### src/rtl/mul_share_arbiter.sv
// Round-robin share of one sequential start/valid multiplier between NREQ requesters.
// Captures the grantee's operands, issues a one-cycle start, waits with timeout, routes the product back.
module mul_share_arbiter #(
    parameter int unsigned NREQ    = 2,
    parameter int unsigned DW      = 8,
    parameter int unsigned TIMEOUT = 16
) (
    input  logic                 clk,
    input  logic                 rst,
    input  logic [NREQ-1:0]      req_valid,
    input  logic [NREQ*DW-1:0]   req_a,
    input  logic [NREQ*DW-1:0]   req_b,
    output logic [NREQ-1:0]      req_ready,
    output logic [NREQ-1:0]      resp_valid,
    output logic [2*DW-1:0]      resp_y,
    output logic                 resp_err,
    output logic                 busy,
    output logic                 mul_start,
    output logic [DW-1:0]        mul_a,
    output logic [DW-1:0]        mul_b,
    input  logic [2*DW-1:0]      mul_y,
    input  logic                 mul_valid
);

    localparam int unsigned ID_W  = (NREQ > 1) ? $clog2(NREQ) : 1;
    localparam int unsigned PW    = 2 * DW;
    localparam int unsigned CNT_W = $clog2(TIMEOUT + 1);

    typedef enum logic [1:0] {
        S_IDLE  = 2'd0,
        S_ISSUE = 2'd1,
        S_WAIT  = 2'd2,
        S_RESP  = 2'd3
    } state_t;

    state_t            state, state_d;
    logic [ID_W-1:0]   rr_ptr, rr_ptr_d;
    logic [ID_W-1:0]   grant_id, grant_id_d;
    logic [CNT_W-1:0]  cnt, cnt_d, cnt_inc;
    logic [NREQ-1:0]   req_ready_d;
    logic [NREQ-1:0]   resp_valid_d;
    logic [PW-1:0]     resp_y_d;
    logic              resp_err_d;
    logic              busy_d;
    logic              mul_start_d;
    logic [DW-1:0]     mul_a_d, mul_b_d;

    logic              hi_hit, lo_hit, grant_hit;
    logic [ID_W-1:0]   hi_sel, lo_sel, grant_sel;
    logic [DW-1:0]     sel_a, sel_b;
    logic [NREQ-1:0]   grant_oh, resp_oh;
    logic [ID_W-1:0]   rr_next;

    // Round-robin pick: first request at or above rr_ptr, else first one below it.
    always_comb begin
        hi_hit = 1'b0;
        lo_hit = 1'b0;
        hi_sel = '0;
        lo_sel = '0;
        for (int unsigned i = 0; i < NREQ; i++) begin
            if (req_valid[i]) begin
                if (i >= 32'(rr_ptr)) begin
                    if (!hi_hit) begin
                        hi_hit = 1'b1;
                        hi_sel = ID_W'(i);
                    end
                end else if (!lo_hit) begin
                    lo_hit = 1'b1;
                    lo_sel = ID_W'(i);
                end
            end
        end
        grant_hit = hi_hit | lo_hit;
        grant_sel = hi_hit ? hi_sel : lo_sel;
    end

    // Operand slot of the candidate grantee.
    always_comb begin
        sel_a = '0;
        sel_b = '0;
        for (int unsigned i = 0; i < NREQ; i++) begin
            if (grant_sel == ID_W'(i)) begin
                sel_a = req_a[i*DW +: DW];
                sel_b = req_b[i*DW +: DW];
            end
        end
    end

    assign grant_oh = NREQ'(1) << grant_sel;
    assign resp_oh  = NREQ'(1) << grant_id;
    assign rr_next  = (grant_id == ID_W'(NREQ - 1)) ? '0 : grant_id + ID_W'(1);
    assign cnt_inc  = cnt + CNT_W'(1);

    // Next-state and next-output logic; every output is the registered image of a *_d value.
    always_comb begin
        state_d      = state;
        rr_ptr_d     = rr_ptr;
        grant_id_d   = grant_id;
        cnt_d        = cnt;
        req_ready_d  = '0;
        resp_valid_d = '0;
        resp_y_d     = '0;
        resp_err_d   = 1'b0;
        mul_start_d  = 1'b0;
        mul_a_d      = mul_a;
        mul_b_d      = mul_b;

        unique case (state)
            S_IDLE: begin
                if (grant_hit) begin
                    grant_id_d  = grant_sel;
                    mul_a_d     = sel_a;
                    mul_b_d     = sel_b;
                    req_ready_d = grant_oh;
                    mul_start_d = 1'b1;
                    state_d     = S_ISSUE;
                end
            end
            S_ISSUE: begin
                cnt_d   = '0;
                state_d = S_WAIT;
            end
            S_WAIT: begin
                cnt_d = cnt_inc;
                // A completion on the last allowed cycle still counts as success.
                if (mul_valid) begin
                    resp_valid_d = resp_oh;
                    resp_y_d     = mul_y;
                    state_d      = S_RESP;
                end else if (cnt_inc == CNT_W'(TIMEOUT)) begin
                    resp_valid_d = resp_oh;
                    resp_err_d   = 1'b1;
                    state_d      = S_RESP;
                end
            end
            S_RESP: begin
                rr_ptr_d = rr_next;
                state_d  = S_IDLE;
            end
            default: state_d = S_IDLE;
        endcase

        busy_d = (state_d != S_IDLE);
    end

    always_ff @(posedge clk or negedge rst) begin
        if (!rst) begin
            state      <= S_IDLE;
            rr_ptr     <= '0;
            grant_id   <= '0;
            cnt        <= '0;
            req_ready  <= '0;
            resp_valid <= '0;
            resp_y     <= '0;
            resp_err   <= 1'b0;
            busy       <= 1'b0;
            mul_start  <= 1'b0;
            mul_a      <= '0;
            mul_b      <= '0;
        end else begin
            state      <= state_d;
            rr_ptr     <= rr_ptr_d;
            grant_id   <= grant_id_d;
            cnt        <= cnt_d;
            req_ready  <= req_ready_d;
            resp_valid <= resp_valid_d;
            resp_y     <= resp_y_d;
            resp_err   <= resp_err_d;
            busy       <= busy_d;
            mul_start  <= mul_start_d;
            mul_a      <= mul_a_d;
            mul_b      <= mul_b_d;
        end
    end

endmodule

### config.mk
export PLATFORM = sky130hd
export DESIGN_NAME = mul_share_arbiter
export DESIGN_NICKNAME = d
export VERILOG_FILES = /design/src/rtl/mul_share_arbiter.sv
export SDC_FILE = /design/constraint.sdc
export NUM_CORES = 1
export LEC_CHECK = 0
export ABC_AREA = 1
export BUFFER_PORTS_ARGS = -buffer_cell sky130_fd_sc_hd__buf_2
export CAP_MARGIN = 10
export CORE_MARGIN = 1
export CORE_UTILIZATION = 40
export DETAILED_ROUTE_END_ITERATION = 10
export PLACE_DENSITY = 0.69
export SETUP_SLACK_MARGIN = 0.3
export SYNTH_ARGS = -nofsm -noshare
export SYNTH_HDL_FRONTEND = slang
export SYNTH_SLANG_ARGS = --single-unit
### constraint.sdc
create_clock -name clk -period 2.9 [get_ports clk]
set_input_delay 0.145 -clock clk [delete_from_list [all_inputs] [get_ports clk]]
set_output_delay 0.145 -clock clk [all_outputs]
set_load 0.02 [all_outputs]
==> results_tabular.tex, run 1 <==
\begin{tabular}{lr}
\hline
Metric & Value \\
\hline
\multicolumn{2}{l}{\textbf{Clocking}} \\
Register clock-pin slew on the reported worst setup and hold paths & 90 ps \\
Number of gates resized after CTS & 0 \\
Skew-Pair Late Insertion Delay & 290 ps \\
H-tree Lvls & 2 \\
Number of clock sinks & 48 \\
Count of hold-fix buffers inserted at cts & 0 \\
Clock tree from TritonCTS & yes \\
Root buf cell & clkbuf\_8 \\
Number of buffers created by CTS & 5 \\
Post-CTS setup repair buffer count & 0 \\
Bufs on Longest Clock Path & 2 \\
\multicolumn{2}{l}{\textbf{Route}} \\
Detailed-route wire length & 4.02 mm \\
DRT Pass-1 Iters & 4 \\
First-iteration detailed-routing DRC count & 84 \\
Count of antenna-violating nets left after detailed routing & 0 \\
Vias per cell & 4.29 \\
Total DRC errors in the routed layout & 0 \\
Average wire length per cell after detail routing & 10.3 um \\
DR vias & 1672 \\
\multicolumn{2}{l}{\textbf{Yosys}} \\
Cell area after synthesis & 2050 um\^{}2 \\
Simple logic cell fraction of the synthesized area & 22.5\% \\
Combinational family with the most area after synthesis & simple AND/OR/NAND/NOR gates \\
Sequential-to-total area share from yosys stat & 58.5\% \\
Unique cell type count in the Yosys netlist & 24 \\
Count of synthesis-stage warnings from yosys & 0 \\
Post-Syn Nets & 287 \\
Multiplexer share of the synthesized area & 0\% \\
Adder-cell share of the synthesized area & 3.05\% \\
Mapped Avg Cell Area & 8.96 um\^{}2 \\
Synth Area in Compound Gates & 6.34\% \\
Fraction of synthesized cell area in xor and xnor cells & 0\% \\
Synthesized netlist cell count & 229 \\
Flip-flop and latch count after synthesis & 48 \\
\multicolumn{2}{l}{\textbf{Setup path}} \\
Type of the worst setup path & reg -> reg \\
Library cell contributing the largest single delay on the critical path & dfrtp\_1 \\
Dominant cell type by count on the critical path & inv\_1 \\
Critical Path RT & 3080 ps \\
Max Fanout on Critical Path & 16 \\
Endpoint class of the critical path & flip-flop \\
Cell depth of the worst flop-to-flop path & 7 \\
Worst path depth & 7 \\
Kind of start point of the critical path & flip-flop \\
Crit path buf inv count & 3 \\
Sequence of cells on the critical path & inv\_1 > ha\_1 > inv\_1 > nor2\_4 > inv\_2 > nand2\_1 > nand3\_1 \\
Stage delay of the slowest cell on the critical path & 390 ps \\
CP top delay family & simple AND/OR/NAND/NOR gates \\
Critical path arrival & 1730 ps \\
\multicolumn{2}{l}{\textbf{Pwr}} \\
Power share of the combinational group & 40.5\% \\
Power density cells & 880 nW/um\^{}2 \\
Clock Power Share & 17.5\% \\
Switch Pwr & 948 uW \\
Register share of total power & 42.0\% \\
Worst vdd rail ir drop & 381 uV \\
Total internal power & 1.38 mW \\
Total leakage power & 1.60 nW \\
Pwr Total & 2.33 mW \\
Fraction of power spent switching nets & 40.8\% \\
\multicolumn{2}{l}{\textbf{Layout}} \\
Number of fill cells in the layout & 475 \\
Final net count & 380 \\
Top library cells by usage in the layout, fill and taps aside & 91 x buf\_2, 74 x nand2\_1, 48 x dfrtp\_1, 37 x inv\_1, 22 x nor2\_1 \\
Non-Filler Cell Area, Final & 2640 um\^{}2 \\
Diodes inserted & 0 \\
Count of placed standard cells in the final layout, fillers left out & 390 \\
Fraction of final layout cells with drive strength greater than 1 & 34.7\% \\
Most common cell after layout, fill and taps aside & buf\_2 \\
Area delta synth->final & 28.8\% \\
\multicolumn{2}{l}{\textbf{Global routing}} \\
Total routing usage reported by global routing & 14.9\% \\
Global-route wire length before repair & 6.17 mm \\
Largest net degree at the start of global routing & 49 \\
Number of antenna violations at the first check in global routing & 0 \\
Via count of the first global-routing pass & 1469 \\
Final global-route overflow total & 0 \\
\multicolumn{2}{l}{\textbf{Run}} \\
Max\_cap viols & 0 \\
\multicolumn{2}{l}{\textbf{Status}} \\
Status & finished, final reports clean \\
\multicolumn{2}{l}{\textbf{Floorplanning}} \\
Horizontal die dimension & 73.6 um \\
DIE HEIGHT & 73.6 um \\
Cell Rows & 25 \\
Number of top-level pins & 92 \\
Die area & 5420 um\^{}2 \\
Initial core utilization & 42.6\% \\
CORE AREA & 4820 um\^{}2 \\
\multicolumn{2}{l}{\textbf{STA}} \\
Remaining max-slew budget at the tightest pin & 32.4\% \\
Hold slack & 15.4 ps \\
Time the final worst path needs with I/O delays and setup & 1540 ps \\
Fin crit share & 53.3\% \\
F\_max & 647 MHz \\
Setup repair after global routing missed its margin & false \\
Largest clock skew in the final design & 3.54 ps \\
Setup-violating endpoint count in the final report & 0 \\
Total negative slack & 0 ps \\
Count of final max-slew check failures & 0 \\
Final hold vios & 0 \\
Worst-Margin Slew & 1010 ps \\
\multicolumn{2}{l}{\textbf{Placement}} \\
IO Port Bufs & 91 \\
Dpl cell area & 2540 um\^{}2 \\
Total placed cells including tap cells & 382 \\
RD Place Congestion & 0.758 \\
Final HPWL from detailed placement & 2.99 mm \\
\multicolumn{2}{l}{\textbf{Hold path}} \\
Worst min path class & in -> async \\
\hline
\end{tabular}
-- area by class of cell --
cell class | count | area, um^2 | area share [%]
multi-input cells | 136 | 654 | 24.8
clock inverters | 2 | 15.0 | 0.568
inverters | 40 | 150 | 5.68
flip-flops and latches | 48 | 1200 | 45.5
repair buffers | 91 | 455 | 17.2
well taps | 67 | 83.8 | 3.17
clock buffers | 6 | 82.6 | 3.13
-- sequential cells by signal, summed over array words and instances (netlist names), 2 cells and up --
signal and flops:
req_ready 2, resp_valid 2, cnt 5, state 2, resp_y 16, mul_b 8, mul_a 8
-- power by group through the flow --
stage / Combinational, mW / Sequential (mW) / Clock (mW)
2_1_floorplan: 0.447 / 1.20 / 0
3_3_place_gp: 0.936 / 0.987 / 0
3_5_place_dp: 0.952 / 0.989 / 0
4_1_cts: 0.955 / 0.977 / 0.422
5_1_grt: 1.05 / 0.996 / 0.449
6_report: 0.941 / 0.977 / 0.407
-- stage by stage --
step                utilization (%)  worst slack (ps)
floorplan                         -              1650
global placement               52.8              1420
detailed placement             52.8              1360
CTS                            54.9              1340
global route                   54.9              1160
finish                         54.9              1360
-- per-layer routing --
layer	wire [um]	up-vias	global-route usage [%]	part of all wire (%)
met3	282	4	4.66	7.0
met5	0	-	0	0
met1	1900	733	19.0	47
met2	1810	62	24.3	45
met4	23	0	4.49	0.57
li1	-	873	-	-
-- synthesized netlist by cell type (all sizes together) --
library cell  number  area (um^2)
o22ai              1         6.26
o21bai             1         7.51
nand3             11         60.1
nand4              2         12.5
o21ai             13         95.1
inv               40          150
nor3               1         5.00
dfrtp             48         1200
a22o               1         8.76
buf                5         46.3
a22oi              1         7.51
a21oi              1         5.00
nor2              25          106
ha                 5         62.6
nand2             74          278
-- cells by family after synthesis --
kind of cell             after synthesis
adder cells (fa/ha/maj)                5
AND/OR/NAND/NOR                      113
buffers and inverters                 45
flip-flops                            48
AO/OA/AOI/OAI                         18
-- final timing paths --
check	startpoint	end	slack [ps]
max	state[0]	mul_b[3]	1360
min	rst	mul_a[7]	20
max reg2reg	state[0]	mul_b[3]	1360
min reg2reg	mul_a[2]	mul_a[2]	480
max in group asynchronous	rst	cnt[1]	2250
min in group clk	mul_valid	resp_err	40
Note: power is estimated with default switching activity, not from simulation.
==> run 2, diff against run 1 <==
--- a/config.mk
+++ b/config.mk
@@ -11,7 +11,7 @@
 export CORE_MARGIN = 1
 export CORE_UTILIZATION = 40
 export DETAILED_ROUTE_END_ITERATION = 10
-export PLACE_DENSITY = 0.69
+export PLACE_DENSITY = 0.71
 export SETUP_SLACK_MARGIN = 0.3
 export SYNTH_ARGS = -nofsm -noshare
 export SYNTH_HDL_FRONTEND = slang
==> constraint.sdc (replaced) <==
create_clock -name clk -period 1.3 [get_ports clk]
set_input_delay 0.065 -clock clk [delete_from_list [all_inputs] [get_ports clk]]
set_output_delay 0.065 -clock clk [all_outputs]
set_load 0.02 [all_outputs]
==> run 2 against run 1 <==
Final cell count up 14%. Clock-buffer cell count unchanged. Power rose to 2.8 times the previous value. Critical endpoint is now cnt[1]. First-iteration DRC count did not move. Critical path depth shrank 1. Register-to-register slack worse by 1300 ps. Highest routed layer unchanged. Sequential share of layout area decreased by 10 points.
==> results_tabular.tex, run 2 (synthesized netlist as in run 1, its figures left out) <==
\begin{tabular}{lr}
\hline
Metric & Value \\
\hline
\multicolumn{2}{l}{\textbf{STA}} \\
Largest clock skew in the final design & 12.6 ps (was 3.54 ps) \\
Time the final worst path needs with I/O delays and setup & 1280 ps (was 1540 ps) \\
Fin crit share & 98.8\% (was 53.3\%) \\
Count of final max-slew check failures & 0 (unchanged) \\
Setup-violating endpoint count in the final report & 0 (unchanged) \\
Final hold vios & 0 (unchanged) \\
F\_max & 778 MHz (was 647 MHz) \\
Setup repair after global routing missed its margin & true (was false) \\
Remaining max-slew budget at the tightest pin & 83.2\% (was 32.4\%) \\
Worst-Margin Slew & 250 ps (was 1010 ps) \\
Total negative slack & 0 ps (unchanged) \\
\multicolumn{2}{l}{\textbf{Setup path}} \\
Cell depth of the worst flop-to-flop path & 6 (was 7) \\
Critical Path RT & 1480 ps (was 3080 ps) \\
Type of the worst setup path & reg -> reg (unchanged) \\
Endpoint class of the critical path & flip-flop (unchanged) \\
FF-to-FF Start & state[1] (was state[0]) \\
Kind of start point of the critical path & flip-flop (unchanged) \\
Slack of the worst reg-to-reg path & 20 ps (was 1360 ps) \\
Critical path arrival & 1460 ps (was 1730 ps) \\
Endpoint of the most critical setup path & cnt[1] (was mul\_b[3]) \\
Critical Path Start & state[1] (was state[0]) \\
Endpoint of the worst register-to-register path & cnt[1] (was mul\_b[3]) \\
Max Fanout on Critical Path & 4 (was 16) \\
\multicolumn{2}{l}{\textbf{Pwr}} \\
Power density cells & 1910 nW/um\^{}2 (was 880 nW/um\^{}2) \\
Worst vdd rail ir drop & 924 uV (was 381 uV) \\
Power share of the combinational group & 51.7\% (was 40.5\%) \\
Total internal power & 3.82 mW (was 1.38 mW) \\
Register share of total power & 33.9\% (was 42.0\%) \\
Total leakage power & 1.88 nW (was 1.60 nW) \\
Pwr Total & 6.49 mW (was 2.33 mW) \\
Clock Power Share & 14.4\% (was 17.5\%) \\
Switch Pwr & 2.66 mW (was 948 uW) \\
Fraction of power spent switching nets & 41.1\% (was 40.8\%) \\
\multicolumn{2}{l}{\textbf{Clocking}} \\
Number of buffers created by CTS & 5 (unchanged) \\
Register clock-pin slew on the reported worst setup and hold paths & 90 ps (about the same) \\
Bufs on Longest Clock Path & 2 (unchanged) \\
Clock tree from TritonCTS & yes (unchanged) \\
H-tree Lvls & 2 (unchanged) \\
Skew-Pair Late Insertion Delay & 300 ps (was 290 ps) \\
Number of clock sinks & 48 (unchanged) \\
Root buf cell & clkbuf\_8 (unchanged) \\
\multicolumn{2}{l}{\textbf{Layout}} \\
Area delta synth->final & 65.5\% (was 28.8\%) \\
Diodes inserted & 0 (unchanged) \\
Share of the core filled with cells in the final layout & 70.5\% (was 54.9\%) \\
Reg with most FFs & resp\_y (unchanged) \\
Non-Filler Cell Area, Final & 3400 um\^{}2 (was 2640 um\^{}2) \\
Count of placed standard cells in the final layout, fillers left out & 443 (was 390) \\
Largest registers in the final layout & resp\_y x16, mul\_a x8, mul\_b x8 (unchanged) \\
Most common cell after layout, fill and taps aside & buf\_2 (unchanged) \\
Number of flip-flops under the largest register name & 16 (unchanged) \\
Final net count & 433 (was 380) \\
Fraction of final layout cells with drive strength greater than 1 & 48.1\% (was 34.7\%) \\
Top library cells by usage in the layout, fill and taps aside & 91 x buf\_2, 62 x nand2\_1, 47 x dfrtp\_1, 31 x inv\_1, 30 x dlygate4sd3\_1 (was 91 x buf\_2, 74 x nand2\_1, 48 x dfrtp\_1, 37 x inv\_1, 22 x nor2\_1) \\
Number of fill cells in the layout & 359 (was 475) \\
\multicolumn{2}{l}{\textbf{Floorplanning}} \\
CORE AREA & 4820 um\^{}2 (unchanged) \\
DIE HEIGHT & 73.6 um (unchanged) \\
Cell Rows & 25 (unchanged) \\
Number of top-level pins & 92 (unchanged) \\
Initial core utilization & 42.6\% (unchanged) \\
Die area & 5420 um\^{}2 (unchanged) \\
Horizontal die dimension & 73.6 um (unchanged) \\
\multicolumn{2}{l}{\textbf{Global routing}} \\
Global-route wire length before repair & 7.78 mm (was 6.17 mm) \\
Final global-route overflow total & 0 (unchanged) \\
Total routing usage reported by global routing & 19.4\% (was 14.9\%) \\
Largest net degree at the start of global routing & 49 (unchanged) \\
Via count of the first global-routing pass & 1843 (was 1469) \\
Number of antenna violations at the first check in global routing & 0 (unchanged) \\
\multicolumn{2}{l}{\textbf{Status}} \\
Status & finished, final reports clean (unchanged) \\
\multicolumn{2}{l}{\textbf{Hold path}} \\
Worst min path class & in -> reg (was in -> async) \\
\multicolumn{2}{l}{\textbf{Run}} \\
Max\_cap viols & 0 (unchanged) \\
\multicolumn{2}{l}{\textbf{Placement}} \\
Total placed cells including tap cells & 387 (was 382) \\
IO Port Bufs & 91 (unchanged) \\
Dpl cell area & 2630 um\^{}2 (was 2540 um\^{}2) \\
RD Place Congestion & 0.735 (was 0.758) \\
Final HPWL from detailed placement & 3.13 mm (was 2.99 mm) \\
\multicolumn{2}{l}{\textbf{Route}} \\
Count of antenna-violating nets left after detailed routing & 0 (unchanged) \\
Average wire length per cell after detail routing & 12.4 um (was 10.3 um) \\
Detailed-route wire length & 5.47 mm (was 4.02 mm) \\
First-iteration detailed-routing DRC count & 84 (unchanged) \\
Total DRC errors in the routed layout & 0 (unchanged) \\
DR vias & 2005 (was 1672) \\
DRT Pass-1 Iters & 4 (unchanged) \\
Vias per cell & 4.53 (was 4.29) \\
\hline
\end{tabular}
==> run 2: worst max-delay path, cell delays in order, from the launching register on <==
cell and delay [ps]:
dfrtp_1 410, buf_4 140, buf_6 110, ha_4 180, nand2_4 90, inv_4 40, a22o_1 190
==> run 2: worst min-delay path by stage <==
stage              from        to  slack (ps)  cells past startpoint
2_1_floorplan       rst      busy        -230                      0
3_3_place_gp        rst  mul_a[7]          70                      2
3_5_place_dp        rst  mul_b[5]          70                      2
4_1_cts        req_a[6]  mul_a[6]          60                      5
5_1_grt        req_b[2]  mul_b[2]          70                      5
6_report       req_a[6]  mul_a[6]          60                      5
==> run 2: layer usage <==
layer  wire, um  up-vias  GRT usage, %
met5          0        -             0
met4        145        0          7.91
met3        320       17          5.21
met2       2880       81          35.2
met1       2120      923          21.4
li1           -      984             -
==> run 2: repair_timing <==
action / CTS / global route
gates resized for setup: 13 / 47
pin swaps: 8 / 16
hold endpoints to repair: 71 / 0
hold buffers: 30 / 0
gates cloned: 0 / 0
endpoints found under the setup margin: 46 / 47
buffers inserted: 10 / 8
==> run 2: through the flow <==
stage | hold WS, ps | worst slack [ps]
floorplan | -231 | 141
global route | 69.4 | -36.6
global placement | 70.2 | 106
CTS | 55.1 | 105
detailed placement | 66.9 | 57.8
finish | 56.4 | 15.2
==> run 2: final cells by class <==
class | count | area, um^2 | area share (%)
Clock inverter | 2 | 13.8 | 0.405
Timing Repair Buffer | 144 | 988 | 29.1
Clock buffer | 6 | 82.6 | 2.43
Inverter | 40 | 163 | 4.79
Tap cell | 67 | 83.8 | 2.47
Multi-Input combinational cell | 136 | 863 | 25.4
Sequential cell | 48 | 1200 | 35.4
==> run 2: power groups by stage <==
stage	logic [mW]	clock network, mW	registers (mW)
after floorplan	1.10	0	2.67
after global placement	2.28	0	2.20
after detailed placement	2.33	0	2.21
after CTS	2.78	0.950	2.18
after global routing	3.63	1.01	2.25
final	3.35	0.936	2.20
